**src/rtl/sha1_pkg.sv**
```systemverilog
// Shared SHA-1 types and constants for the padder and the round controller.
// Latency: n/a (declarations only).
// Backpressure: n/a.
package sha1_pkg;

    typedef enum logic [2:0] {
        ST_IDLE,
        ST_DATA,
        ST_PAD,
        ST_LEN,
        ST_WAIT,
        ST_DONE
    } pad_state_t;

    localparam int WORD_W      = 32;
    localparam int CHUNK_W     = 512;
    localparam int CHUNK_WORDS = 16;
    localparam int WORD_ADDR_W = 4;
    localparam int BYTE_POS_W  = 6;
    localparam int LEN_POS     = 56;
    localparam logic [7:0] PAD_BYTE = 8'h80;

    // Byte of the 64-bit big-endian length that belongs at chunk position
    // pos (56..63): position 56 carries len[63:56], position 63 len[7:0].
    function automatic logic [7:0] len_byte(input logic [63:0] len,
                                            input logic [BYTE_POS_W-1:0] pos);
        logic [63:0] sh;
        sh = len >> {~pos[2:0], 3'b000};
        return sh[7:0];
    endfunction

endpackage

```
**src/rtl/sha1_word_packer.sv**
```systemverilog
// Packs a byte stream into big-endian 32-bit words and strobes each finished word into the chunk buffer.
// Latency: wr_en/wr_addr/wr_data registered, valid the cycle after the 4th byte of a word.
// Backpressure: none; the caller only presents bytes when the buffer may be written.
// Ports: clk/reset (sync, active-high); byte_vld/byte_dat/byte_pos in; wr_en/wr_addr/wr_data out.
module sha1_word_packer
    import sha1_pkg::*;
(
    input  logic                   clk,
    input  logic                   reset,
    input  logic                   byte_vld,
    input  logic [7:0]             byte_dat,
    input  logic [BYTE_POS_W-1:0]  byte_pos,
    output logic                   wr_en,
    output logic [WORD_ADDR_W-1:0] wr_addr,
    output logic [WORD_W-1:0]      wr_data
);

    // Only the three older bytes of the word need holding; the fourth is
    // taken straight from the input when the word completes.
    logic [WORD_W-9:0] prev_bytes;

    always_ff @(posedge clk) begin
        if (reset) begin
            prev_bytes <= '0;
            wr_en      <= 1'b0;
            wr_addr    <= '0;
            wr_data    <= '0;
        end else begin
            wr_en <= 1'b0;
            if (byte_vld) begin
                prev_bytes <= {prev_bytes[WORD_W-17:0], byte_dat};
                if (byte_pos[1:0] == 2'd3) begin
                    wr_en   <= 1'b1;
                    wr_addr <= byte_pos[BYTE_POS_W-1:2];
                    wr_data <= {prev_bytes, byte_dat};
                end
            end
        end
    end

endmodule

```
**src/rtl/sha1_chunk_padder.sv**
```systemverilog
// SHA-1 message padder: bytes in, padded 512-bit chunks written word-wise to the chunk buffer, valid/ack handoff.
// Latency: one byte per cycle; word write 1 cycle after its 4th byte; chunk_valid 1 cycle after the word-15 write.
// Backpressure: in_ready only in DATA; the whole pipeline stalls in WAIT until chunk_ack.
// Ports: clk/reset; start_en, in_valid/in_data/in_last, flush, in_ready; wr_en/wr_addr/wr_data;
//        chunk_valid/chunk_last/chunk_ack; n_chunks; msg_done.
module sha1_chunk_padder
    import sha1_pkg::*;
#(
    parameter int LEN_W = 64,
    parameter int CNT_W = 16
) (
    input  logic                   clk,
    input  logic                   reset,
    input  logic                   start_en,
    input  logic                   in_valid,
    input  logic [7:0]             in_data,
    input  logic                   in_last,
    input  logic                   flush,
    output logic                   in_ready,
    output logic                   wr_en,
    output logic [WORD_ADDR_W-1:0] wr_addr,
    output logic [WORD_W-1:0]      wr_data,
    output logic                   chunk_valid,
    output logic                   chunk_last,
    input  logic                   chunk_ack,
    output logic [CNT_W-1:0]       n_chunks,
    output logic                   msg_done
);

    localparam logic [BYTE_POS_W-1:0] LAST_POS  = '1;
    localparam logic [BYTE_POS_W-1:0] LEN_START = BYTE_POS_W'(LEN_POS);
    localparam logic [LEN_W-1:0]      LEN_SAT   = {LEN_W{1'b1}} - LEN_W'(8);

    pad_state_t             state, state_d;
    pad_state_t             ret_state, ret_state_d;   // where to resume after the chunk handoff
    logic [BYTE_POS_W-1:0]  pos, pos_d;
    logic [LEN_W-1:0]       len_bits, len_bits_d;
    logic                   pad_sent, pad_sent_d;     // 0x80 already emitted for this message
    logic                   byte_vld;
    logic [7:0]             byte_dat;
    logic                   start_go;
    logic                   end_msg;

    assign in_ready = (state == ST_DATA);
    assign msg_done = (state == ST_DONE);
    assign start_go = start_en && ((state == ST_IDLE) || (state == ST_DONE));

    always_comb begin
        state_d     = state;
        ret_state_d = ret_state;
        pos_d       = pos;
        len_bits_d  = len_bits;
        pad_sent_d  = pad_sent;
        byte_vld    = 1'b0;
        byte_dat    = 8'h00;
        end_msg     = 1'b0;

        case (state)
            ST_IDLE, ST_DONE: begin
                if (start_en) begin
                    state_d    = ST_DATA;
                    pos_d      = '0;
                    len_bits_d = '0;
                    pad_sent_d = 1'b0;
                end
            end
            ST_DATA: begin
                // A byte accepted alongside flush is kept, and flush still ends the message.
                end_msg = (in_valid && in_last) || flush;
                if (in_valid) begin
                    byte_vld   = 1'b1;
                    byte_dat   = in_data;
                    pos_d      = pos + BYTE_POS_W'(1);
                    len_bits_d = (len_bits > LEN_SAT) ? '1 : len_bits + LEN_W'(8);
                end
                if (in_valid && (pos == LAST_POS)) begin
                    state_d     = ST_WAIT;
                    ret_state_d = end_msg ? ST_PAD : ST_DATA;
                end else if (end_msg) begin
                    state_d = ST_PAD;
                end
            end
            ST_PAD: begin
                byte_vld   = 1'b1;
                byte_dat   = pad_sent ? 8'h00 : PAD_BYTE;
                pad_sent_d = 1'b1;
                pos_d      = pos + BYTE_POS_W'(1);
                // 0x80 is always out by the time position 56 is next, so
                // reaching it means the length field can start.
                if (pos == LAST_POS) begin
                    state_d     = ST_WAIT;
                    ret_state_d = ST_PAD;
                end else if (pos_d == LEN_START) begin
                    state_d = ST_LEN;
                end
            end
            ST_LEN: begin
                byte_vld = 1'b1;
                byte_dat = len_byte(len_bits, pos);
                pos_d    = pos + BYTE_POS_W'(1);
                if (pos == LAST_POS) begin
                    state_d     = ST_WAIT;
                    ret_state_d = ST_DONE;
                end
            end
            ST_WAIT: begin
                if (chunk_valid && chunk_ack) begin
                    state_d = ret_state;
                end
            end
            default: begin
                state_d = ST_IDLE;
            end
        endcase
    end

    always_ff @(posedge clk) begin
        if (reset) begin
            state       <= ST_IDLE;
            ret_state   <= ST_IDLE;
            pos         <= '0;
            len_bits    <= '0;
            pad_sent    <= 1'b0;
            chunk_valid <= 1'b0;
            chunk_last  <= 1'b0;
            n_chunks    <= '0;
        end else begin
            state     <= state_d;
            ret_state <= ret_state_d;
            pos       <= pos_d;
            len_bits  <= len_bits_d;
            pad_sent  <= pad_sent_d;
            // chunk_valid waits one cycle in WAIT so the word-15 write
            // lands before the controller is told the chunk is complete.
            if (chunk_valid && chunk_ack) begin
                chunk_valid <= 1'b0;
                chunk_last  <= 1'b0;
                n_chunks    <= n_chunks + CNT_W'(1);
            end else if ((state == ST_WAIT) && !chunk_valid) begin
                chunk_valid <= 1'b1;
                chunk_last  <= (ret_state == ST_DONE);
            end
            if (start_go) begin
                n_chunks <= '0;
            end
        end
    end

    sha1_word_packer u_packer (
        .clk      (clk),
        .reset    (reset),
        .byte_vld (byte_vld),
        .byte_dat (byte_dat),
        .byte_pos (pos),
        .wr_en    (wr_en),
        .wr_addr  (wr_addr),
        .wr_data  (wr_data)
    );

endmodule

```
**config.mk**
```make
export PLATFORM = sky130hd
export DESIGN_NAME = sha1_chunk_padder
export DESIGN_NICKNAME = d
export VERILOG_FILES = /design/src/rtl/sha1_pkg.sv /design/src/rtl/sha1_word_packer.sv /design/src/rtl/sha1_chunk_padder.sv
export SDC_FILE = /design/constraint.sdc
export NUM_CORES = 1
export LEC_CHECK = 0
export ABC_AREA = 1
export BUFFER_PORTS_ARGS = -buffer_cell sky130_fd_sc_hd__buf_4
export CAP_MARGIN = 20
export CORE_ASPECT_RATIO = 1.1
export CORE_MARGIN = 8
export CORE_UTILIZATION = 28
export CTS_CLUSTER_SIZE = 14
export DETAILED_ROUTE_END_ITERATION = 6
export HOLD_SLACK_MARGIN = 0.08
export PLACE_DENSITY = 0.45
export SYNTH_ARGS = -nofsm -noshare
export SYNTH_HDL_FRONTEND = slang
export SYNTH_SLANG_ARGS = --single-unit
export TNS_END_PERCENT = 100
```
**constraint.sdc**
```tcl
create_clock -name clk -period 2.2 [get_ports clk]
set_input_delay 0.44 -clock clk [delete_from_list [all_inputs] [get_ports clk]]
set_output_delay 0.44 -clock clk [all_outputs]
set_load 0.01 [all_outputs]
```
==> results of run 1 <==
==> synthesized netlist by cell type (all sizes together) <==
library cell	instances
inv	178
dfxtp	154
nand3	98
nor2	215
nor3b	1
clkbuf	29
o21bai	1
and3	2
or2	6
a211oi	5
o211ai	22
ha	3
o21ai	127
xor2	16
o221ai	4
nand4	15
nor4	2
o2111ai	1
nand2	403
xnor2	7
nor3	18
clkinv	1
buf	31
a21oi	125
nand3b	6
and2	1
o21a	1
==> where the power goes <==
part / switching [mW] / total, mW / internal, mW
Clock: 1.52 / 3.16 / 1.64
Combinational: 1.71 / 2.45 / 0.737
Sequential: 0.157 / 3.21 / 3.06
Total: 3.39 / 8.83 / 5.44
==> per-stage QoR <==
step	hold slack, ps	utilization (%)	setup WS [ps]
after floorplan	437	-	416
after global placement	471	32.4	105
after detailed placement	475	32.4	108
after CTS	311	34.3	105
after global routing	357	34.3	1.54
final	322	34.3	186
==> state kept, by name (all words and copies together), names as in the netlist <==
name	count
pos	6
pad_sent	1
chunk_valid	1
ret_state	3
chunk_last	1
state	3
len_bits	62
u_packer.wr_data	32
u_packer.prev_bytes	24
u_packer.wr_addr	4
u_packer.wr_en	1
n_chunks	16
==> cell type report <==
type | instances | area [sq um] | share of cell area [%]
Tap cell | 426 | 533 | 4.81
Sequential cell | 154 | 3080 | 27.8
Multi-Input combinational cell | 1079 | 5120 | 46.2
Timing Repair Buffer | 127 | 1050 | 9.51
Clock inverter | 15 | 198 | 1.78
Clock buffer | 17 | 425 | 3.84
Inverter | 179 | 672 | 6.06
==> logic make-up after synthesis <==
family,after synthesis
fa+ha+maj,3
buf+inv,239
compound gates,286
xor+xnor,23
flops,154
simple gates,767
==> cells in the final DEF, fill, tap and decap left out, drive strengths merged, types with 2 or more instances in the layout <==
cell type and instances:
o21ai 127, nor3 18, nand3 98, nor4 2
o211ai 22, dfxtp 154, or2 6, nand3b 6
a211oi 5, ha 3, nand2 403, a21oi 125
o221ai 4, xor2 16, clkbuf 17, buf 127
clkinvlp 2, xnor2 7, nand4 15, and3 2
clkinv 6, nor2 215, inv 185
==> worst min-delay path, stage by stage <==
cell,delay [ps]
buf_4,80
nand2_1,60
o211ai_1,80
nand2_1,50
inv_1,40
==> worst min-delay path by stage <==
stage / to / startpoint / slack [ps]
3_3_place_gp: u_packer.wr_data[29]$_SDFFE_PP0P_ / u_packer.wr_data[29]$_SDFFE_PP0P_ / 470
2_1_floorplan: len_bits[1]$_SDFFE_PP0P_ / len_bits[1]$_SDFFE_PP0P_ / 440
6_report: u_packer.prev_bytes[2]$_SDFFE_PP0N_ / in_data[2] / 320
3_5_place_dp: u_packer.wr_data[31]$_SDFFE_PP0P_ / u_packer.wr_data[31]$_SDFFE_PP0P_ / 480
5_1_grt: u_packer.prev_bytes[0]$_SDFFE_PP0N_ / in_data[0] / 360
4_1_cts: u_packer.prev_bytes[2]$_SDFFE_PP0N_ / in_data[2] / 310
==> routing by layer <==
layer / up-vias / share of wire [%] / GRT usage, % / wire [um]
met5: - / 0 / 0 / 0
met4: 0 / 3.5 / 7.99 / 1230
met3: 59 / 4.7 / 3.19 / 1650
met2: 286 / 46 / 29.2 / 16000
met1: 4519 / 46 / 23.0 / 16200
li1: 4878 / - / - / -
==> summary.md, run 1 <==
| Metric | Value |
|---|---|
| Fin crit share | `91.5%` |
| Routed length per instance | `around 18 um` |
| Final net count | `around 1,600` |
| CTS resizes | `0` |
| Final setup fails | `0` |
| Post-Layout Inst Area | `0.0111 sq mm` |
| Cell mode on critical path | `nand2_1` |
| Cell count after synthesis | `roughly 1,500` |
| Setup crit start kind | `register` |
| Status | `completed` |
| Leakage | `4.53 nW` |
| Worst skew pair latency | `~460 ps` |
| Postcts setup bufs | `0` |
| Core ar. | `between 0.03 and 0.04 sq mm` |
| Clk sinks | `approximately 150` |
| Clk_skew | `~14 ps` |
| Final RePlAce weighted congestion | `between 0.9 and 1` |
| Final Hold Fails | `0` |
| Final slew viol count | `0` |
| Hold crit path type | `input port to register` |
| Leading post-synthesis cells by cell area | `dfxtp_1 (34%), nand2_1 (16%), nor2_1 (7.7%), inv_1 (7.0%), a21oi_1 (6.5%)` |
| Min cycle time layout | `2010 ps` |
| Mapped Avg Cell Area | `approximately 6.2 sq um` |
| Critical path type | `register to register` |
| DPL Wire Length | `between 20,000 and 30,000 um` |
| TritonRoute pass-1 iters | `7` |
| Die Area | `~0.039 sq mm` |
| Syn. warnings | `0` |
| Initial antenna violation count | `0` |
| Synth top area share | `about 34%` |
| Yosys reg bits | `between 150 and 200` |
| Worst endpoint required time | `2510 ps` |
| DRC errors left | `0` |
| Htree depth | `4` |
| Mux cell area share after synthesis | `0%` |
| CP Max Fanout | `5` |
| Cts hold-fix bufs | `0` |
| Port Buffers | `71` |
| Worst setup path end | `len_bits[54]$_SDFFE_PP0P_` |
| Hold path depth | `5` |
| F_max | `497 MHz` |
| Worst path slowest cell | `dfxtp_1` |
| Crit path max-delay family | `simple AND/OR/NAND/NOR gates` |
| Synth Area in Simple Gates | `36.2%` |
| Register area share after synthesis | `between 30% and 40%` |
| Peak supply drop | `around 0.57 mV` |
| Post-route ant nets | `0` |
| DRT iter0 DRCs | `between 700 and 800` |
| Max_slew headroom | `about three fifths` |
| Worst R2R End | `len_bits[54]$_SDFFE_PP0P_` |
| Syn_nets | `between 1,000 and 1,500` |
| Crit path cell chain | `nand2_1 > nor2_1 > nand2_1 > nor2_1 > nand2_1 > o21ai_0 > nand3_1 > nand2_1 > a21oi_1` |
| Distinct cells, synth | `43` |
| Post-Synth Adder-Cell Area | `less than 1%` |
| Crit. End Element | `register` |
| Buffers & Inverters on Critical Path | `0` |
| Max cap viols | `0` |
| Clk slew on worst S/H paths | `80 ps` |
| Chip height | `~210 um` |
| Setup tns final | `0 ps` |
| Crit path from | `len_bits[38]$_SDFFE_PP0P_` |
| Final-layout fill cell count | `3,589` |
| Vias in the first global route | `between 9,000 and 10,000` |
| Post-Layout Cell Count | `1,997` |
| Total grt overflow | `0` |
| R2R setup slack | `190 ps` |
| Cell depth of the worst setup path | `9` |
| Compound-Gate Fraction of Synth Area | `~17%` |
| Chip Width | `between 150 and 200 um` |
| Worst R2R Path Depth | `9` |
| Clock root cell | `clkbuf_16` |
| Largest stage delay, worst path | `490 ps` |
| Pwr Density | `796 mW/mm^2` |
| Ports | `between 70 and 80` |
| Post-Synthesis Cell Area | `0.00918 sq mm` |
| Global-route wire length before repair | `54,200 um` |
| DP Area | `0.0105 sq mm` |
| Max Root-Sink Buffers | `2` |
| Via count | `9,742` |
| Vias per cell | `4.88` |
| CTS tree | `yes` |
| Total track usage | `17.9%` |
| CP arrival | `between 2000 and 2500 ps` |
| Main combinational cell family by area after synthesis | `simple AND/OR/NAND/NOR gates` |
| RR Startpoint | `len_bits[38]$_SDFFE_PP0P_` |
| Drt total wl | `~35,000 um` |
| Area grow syn2layout | `20.7%` |
| Area leader, netlist | `dfxtp_1` |
| Layout cells sized above 1 | `between 10 and 15%` |
| Worst-Margin Slew | `between 600 and 700 ps` |
| Cell count after placement | `just under 2,000` |
| RSZ-0062 raised after global routing | `no` |
| Initial Utilization | `roughly 28%` |
| Row cnt | `69` |
| Post-synthesis xor/xnor area fraction | `~2.2%` |
| Power after layout | `just under 9 mW` |
| Largest net degree at the start of global routing | `72` |
| CTS buffer count | `17` |
| # diodes | `0` |
No activity file was read; power rests on OpenSTA's default activity.
==> inputs of run 2 (changes only) <==
PLACE_DENSITY = 0.54   (was 0.45)
==> run 2 against run 1 <==
Against the previous run:
- cell count shrank 0.50%
- utilization shrank 0.33 points
- routed wire length shrank 6.9%
- combinational power shrank 2%
- critical endpoint is now len_bits[46]$_SDFFE_PP0P_
==> summary.md, run 2 (same netlist as run 1, synthesis figures left out) <==
| Metric | Value |
|---|---|
| Peak supply drop | `0.618 mV (+8.6%)` |
| Max Root-Sink Buffers | `2 (unchanged)` |
| CP Max Fanout | `17 (+12)` |
| Initial antenna violation count | `0 (unchanged)` |
| Final net count | `1,566 (-0.63%)` |
| Postcts setup bufs | `0 (unchanged)` |
| Final RePlAce weighted congestion | `0.952 (+2.9%)` |
| Most frequent cells in the layout | `nand2_1 (387), nor2_1 (188), inv_1 (169)` |
| Global-route wire length before repair | `51,400 um (-5.3%)` |
| Hold crit path type | `input port to register` |
| Final-layout fill cell count | `3,588 (-0.028%)` |
| Die Area | `0.0388 sq mm (unchanged)` |
| Cell mode on critical path | `nand2_1` |
| Final slew viol count | `0 (unchanged)` |
| Hold path depth | `5 (unchanged)` |
| Register area | `0.00308 sq mm (about the same)` |
| Leakage | `4.48 nW (-1.2%)` |
| Post-route ant nets | `0 (unchanged)` |
| Largest net degree at the start of global routing | `72 (unchanged)` |
| Htree depth | `4 (unchanged)` |
| Row cnt | `69 (unchanged)` |
| Drt total wl | `32,600 um (-6.9%)` |
| Number of flip-flops in the largest register | `62 (unchanged)` |
| Pwr Density | `803 mW/mm^2 (+0.85%)` |
| Critical path type | `register to register` |
| Seq pwr share | `36.4% (about the same)` |
| Area grow syn2layout | `19.6%` |
| Total grt overflow | `0 (unchanged)` |
| Crit. End Element | `register` |
| RSZ-0062 raised after global routing | `no` |
| Final setup fails | `0 (unchanged)` |
| Max_slew headroom | `55.4% (-4.0 points)` |
| Worst skew pair latency | `440 ps (-20 ps)` |
| Setup crit start kind | `register` |
| Worst R2R Path Depth | `8 (-1)` |
| Multi-input logic area | `0.00511 sq mm (about the same)` |
| Via count | `9,787 (+0.46%)` |
| Clk sinks | `154 (unchanged)` |
| Setup tns final | `0 ps (unchanged)` |
| Layout cells sized above 1 | `13.7% (-0.80 points)` |
| Worst endpoint required time | `2580 ps (+70 ps)` |
| CTS tree | `yes` |
| Clock root cell | `clkbuf_16` |
| Largest stage delay, worst path | `520 ps (+30 ps)` |
| CP arrival | `2360 ps (+30 ps)` |
| Fin crit share | `90.2% (-1.3 points)` |
| Top flop regs | `len_bits (62), u_packer.wr_data (32), u_packer.prev_bytes (24)` |
| CTS resizes | `0 (unchanged)` |
| Routed length per instance | `16.4 um (-6.4%)` |
| Chip height | `206 um (unchanged)` |
| Final Hold Fails | `0 (unchanged)` |
| Cts hold-fix bufs | `0 (unchanged)` |
| DPL Wire Length | `24,400 um (-7.4%)` |
| Worst hold slack | `342 ps (+20.3 ps)` |
| TritonRoute pass-1 iters | `6 (-1)` |
| DRC errors left | `0 (unchanged)` |
| Worst-Margin Slew | `662 ps (+58.9 ps)` |
| Crit path cell chain | `nand2_1 > nor2_1 > nand2_2 > nor3_2 > nand4_4 > nand2_1 > nand2_1 > a21oi_2` |
| Clk slew on worst S/H paths | `80 ps (about the same)` |
| F_max | `504 MHz (+1.4%)` |
| Ports | `72 (unchanged)` |
| Clock power share | `36.6% (+0.8 points)` |
| Clk_skew | `18.5 ps (+4.51 ps)` |
| Worst path slowest cell | `dfxtp_1` |
| CTS buffer count | `17 (unchanged)` |
| Comb pwr share | `27.1% (-0.7 points)` |
| Vias in the first global route | `9,401 (+1.1%)` |
| Most common cell after layout, fill and taps aside | `nand2_1` |
| Chip Width | `189 um (unchanged)` |
| Biggest register | `len_bits` |
| Switch Pwr | `3.47 mW (+2.3%)` |
| P_int | `5.35 mW (-1.6%)` |
| Min cycle time layout | `1990 ps (-28.3 ps)` |
| DRT iter0 DRCs | `868 (+17%)` |
| Vias per cell | `4.93 (+0.97%)` |
| Status | `completed` |
| # diodes | `0 (unchanged)` |
| Initial Utilization | `28.4% (unchanged)` |
| Core ar. | `0.0323 sq mm (unchanged)` |
| Max cap viols | `0 (unchanged)` |
| Port Buffers | `71 (unchanged)` |
| Total track usage | `16.6% (-1.4 points)` |
| Switching share of power | `39.3% (+0.93 points)` |
[run 2: cell types whose count changed in the layout (fill, tap and decap cells not counted), moves of 2 or more]
cell | before | now
buf_12 | 8 | 5
buf_4 | 119 | 112
clkinvlp_4 | 2 | 0
inv_12 | 0 | 3
inv_6 | 3 | 0
[run 2: power groups by stage]
stage | Combinational (mW) | Clock [mW] | Sequential (mW)
after floorplan | 1.68 | 0 | 3.23
after global placement | 2.36 | 0 | 3.26
after detailed placement | 2.36 | 0 | 3.27
after CTS | 2.37 | 3.28 | 3.21
after global routing | 2.64 | 3.39 | 3.25
final | 2.39 | 3.22 | 3.21
[run 2: cell type report]
cell class | instances | area share, %
multi-input cells | 1079 | 46.6
flip-flops and latches | 154 | 28.1
repair buffers | 117 | 8.57
inverters | 179 | 6.12
well taps | 426 | 4.86
clock buffers | 17 | 3.88
clock inverters | 15 | 1.93
[run 2: per-stage QoR]
| step | worst slack (ps) | area (sq um) | util (%) | power (mW) | cells |
|---|---|---|---|---|---|
| 6_report | 215 | 11000 | 34.0 | 8.82 | 1987 |
| 5_1_grt | 26.6 | 11000 | 34.0 | 9.27 | 1987 |
| 4_1_cts | 145 | 11000 | 34.0 | 8.86 | 1987 |
| 3_5_place_dp | 146 | 10300 | 32.0 | 5.64 | 1955 |
| 3_3_place_gp | 227 | 10300 | 32.0 | 5.62 | 1955 |
| 2_1_floorplan | 416 | 9180 | - | 4.91 | 1472 |
[run 2: final timing paths]
path / start / end / slack [ps]
setup / recovery: len_bits[33]$_SDFFE_PP0P_ / len_bits[46]$_SDFFE_PP0P_ / 210
hold / removal: in_data[0] / u_packer.prev_bytes[0]$_SDFFE_PP0N_ / 340
setup reg to reg: len_bits[33]$_SDFFE_PP0P_ / len_bits[46]$_SDFFE_PP0P_ / 210
hold reg to reg: u_packer.wr_data[19]$_SDFFE_PP0P_ / u_packer.wr_data[19]$_SDFFE_PP0P_ / 480
[run 2: worst max-delay path: cells and delay by family, from the launching register on]
family             cells  cell delay (ps)
and+or+nand+nor        7             1280
DFF                    1              520
AOI/OAI and AO/OA      1              110
[run 2: per-layer routing]
| metal | wire length [um] | share of wire [%] | GRT usage [%] |
|---|---|---|---|
| met1 | 14700 | 45 | 21.1 |
| met2 | 14900 | 46 | 27.1 |
| met3 | 1930 | 5.9 | 3.16 |
| met4 | 1080 | 3.3 | 7.04 |
| met5 | 0 | 0 | 0 |
